**src/rtl/sram_wmask_merge.sv**
```systemverilog
// Lane merge: replaces each WMASK_GRAN-bit lane of the old word with din where its mask bit is set.
module sram_wmask_merge #(
  parameter int DATA_WIDTH = 128,
  parameter int WMASK_GRAN = 8,
  parameter int NUM_WMASKS = DATA_WIDTH / WMASK_GRAN
) (
  input  logic [DATA_WIDTH-1:0] old_i,
  input  logic [DATA_WIDTH-1:0] din_i,
  input  logic [NUM_WMASKS-1:0] wmask_i,
  output logic [DATA_WIDTH-1:0] merged_o
);

  always_comb begin
    merged_o = old_i;
    for (int i = 0; i < NUM_WMASKS; i++) begin
      if (wmask_i[i]) begin
        merged_o[i*WMASK_GRAN +: WMASK_GRAN] = din_i[i*WMASK_GRAN +: WMASK_GRAN];
      end
    end
  end

endmodule

```
**config.mk**
```make
export PLATFORM = sky130hd
export DESIGN_NAME = sram_wmask_merge
export DESIGN_NICKNAME = d
export VERILOG_FILES = /design/src/rtl/sram_wmask_merge.sv
export SDC_FILE = /design/constraint.sdc
export NUM_CORES = 1
export LEC_CHECK = 0
export ABC_AREA = 1
export BUFFER_PORTS_ARGS = -buffer_cell sky130_fd_sc_hd__buf_2
export CAP_MARGIN = 20
export CORE_AREA = 10 10 147 149
export DETAILED_ROUTE_END_ITERATION = 7
export DIE_AREA = 0 0 157 159
export GPL_TIMING_DRIVEN = 1
export SLEW_MARGIN = 30
export SYNTH_ARGS = -nofsm -noshare
export SYNTH_HDL_FRONTEND = slang
export SYNTH_SLANG_ARGS = --single-unit
```
**constraint.sdc**
```tcl
create_clock -name vclk -period 1.5
set_clock_uncertainty 0.05 [all_clocks]
set_input_delay 0.3 -clock vclk [all_inputs]
set_output_delay 0.3 -clock vclk [all_outputs]
set_load 0.02 [all_outputs]
```
==> results.toml <==
[logic_synthesis]
netlist.top_cell.by_area = "nand2_1"
netlist_instances = 416
syn_avg_cell_area_sq_um = 4.042
synth_xor_area_share_pct = 0
synth.most_common_cell = "nand2_1"
synth_cell_type_count = 3
synth_fa_ha_area_share_pct = 0
synth_nets = 688
ys_warn_count = 0
synth_area_leaders = "nand2_1 (86%), buf_6 (11%), inv_2 (3.6%)"
synth.top_cells.by_count = "nand2_1 (384), buf_6 (16), inv_2 (16)"
synth_compound_area_share_pct = 0
synthesis.area_sq_mm = 0.001682
synth_mux_area_share_pct = 0
synth_simple_gate_area_share_pct = 85.71
ys_seq_area_share_pct = 0
yosys.area.top_type_share_pct = 85.71
synth_top_family_by_area = "simple AND/OR/NAND/NOR gates"

[placed_design]
place_ws_ns = 0.1487
hpwl_mm = 13.37
placed_area_sq_mm = 0.003796
place.gp.congestion = 0.8884
port_buffers = 400

[sta]
hold_ws_ns = 0.8571
min_period_over_period_pct = 88.80
max_freq_ghz = 0.7507
worst_slew_pin_slew_ns = 0.1953
relSlewSlack_pct = 86.98
rsz0062_at_grt = "no"
hold_viol_final = 0
tns_ns = 0
finalSetupViolations = 0
period_needed_ns = 1.332
layout_setup_ws_ns = 0.1679
slew_viol_final = 0

[final_layout]
regArea_sq_um = 0
seq_cells = 0
syn_to_final_growth_pct = 125.9
drive_above_1_share_pct = 52.00
clkbuf_count = 0
final_area_sq_mm = 0.003799
final_nets = 1074
final.fill_count = 2198

[pwr]
ir_drop_v = 0.0001368
power_density_mw_per_mm2 = 365.4
leakagePower_nw = 2.795

[grt]
grt_remaining_overflow = 0
grt_antenna_before_repair = 1
grt_pass1_vias = 4002
grt_max_degree = 10
grt_pass1_wl_mm = 20.37
grt_usage_pct = 9.888

[critical_path]
cp_max_fo = 9
cp.arrival_ns = 0.98
required_ns = 1.15
start_kind = "primary input"
cp_slowest_stage_delay_ns = 0.19
crit_chain = "buf_2 -> inv_2 -> nand2_1 -> nand2_1 -> buf_2"
slowest_stage = "buf_2"
path_class = "primary input to output pin"
endpoint_kind = "output pin"

[die]
initial_core_util_pct = 9.051
core_area_sq_mm = 0.01858
die_h_um = 159
boundaryPins = 400
rows = 50
fp.dieW_um = 157
die_area_sq_mm = 0.02496

[drt]
drt-vias-per-instance = 3.675
drt_pass1_iterations = 4
vias = 3804
drt_wl_total_mm = 14.48
drc_errors = 0
drtIter0Drc = 188
ant_nets = 0
post_drt_wl_per_cell_um = 13.99

[worst_hold_path]
hp-class = "primary input to output pin"

[clock_tree]
cts-hold-fix-buffers = 0
cts_setup_buffers = 0
cts.repair.resized = 0

[run_status]
outcome = "completed"

[flow_run]
drv_cap = 0
## per-layer routing
metal / up-vias / wire (um) / GRT usage, %
met5: - / 0 / 0
met3: 16 / 1971 / 4.021
met1: 1535 / 4794 / 8.767
met4: 0 / 404 / 2.661
met2: 261 / 7304 / 19.62
li1: 1992 / - / -
## path summary, 6_finish.rpt
check        from      endpoint  slack (ns)  depth (start not counted)
max    wmask_i[6]  merged_o[49]        0.17                          5
min     old_i[48]  merged_o[48]        0.86                          4
## placed cells by master, fill, tap and decap left out, drive strengths merged
| master | instances |
|---|---|
| buf | 400 |
| nand2 | 384 |
| inv | 16 |
| diode | 1 |
## layout make-up
type / count / area (sq um) / area share (%)
multi-input combinational: 384 / 1441 / 37.94
inverter: 16 / 60.06 / 1.581
tap: 234 / 292.8 / 7.708
antenna: 1 / 2.502 / 0.06588
timing repair buffer: 400 / 2002 / 52.70
## power by group
group / switching (mW) / internal [mW] / total (mW)
Combinational: 0.839 / 0.549 / 1.39
Sequential: 0 / 0 / 0
Clock: 0 / 0.0000000892 / 0.0000000892
Total: 0.839 / 0.549 / 1.39
## cells by family (layout without fill, tap and decap cells)
| family | after synthesis | after routing |
|---|---|---|
| AND/OR/NAND/NOR | 384 | 384 |
| buffers and inverters | 32 | 416 |
| other | 0 | 1 |
## metrics by stage
stage	instances	power [mW]	util [%]
2_1_floorplan	416	0.7290	-
3_3_place_gp	1034	1.396	20.43
3_5_place_dp	1034	1.397	20.43
4_1_cts	1034	1.402	20.43
5_1_grt	1035	1.521	20.44
6_report	1035	1.388	20.44
## worst max-delay path, delay by kind of cell
kind | cells | cell delay (ns)
and+or+nand+nor | 2 | 0.19
buffers and inverters | 3 | 0.48
No activity file was read; power rests on OpenSTA's default activity.
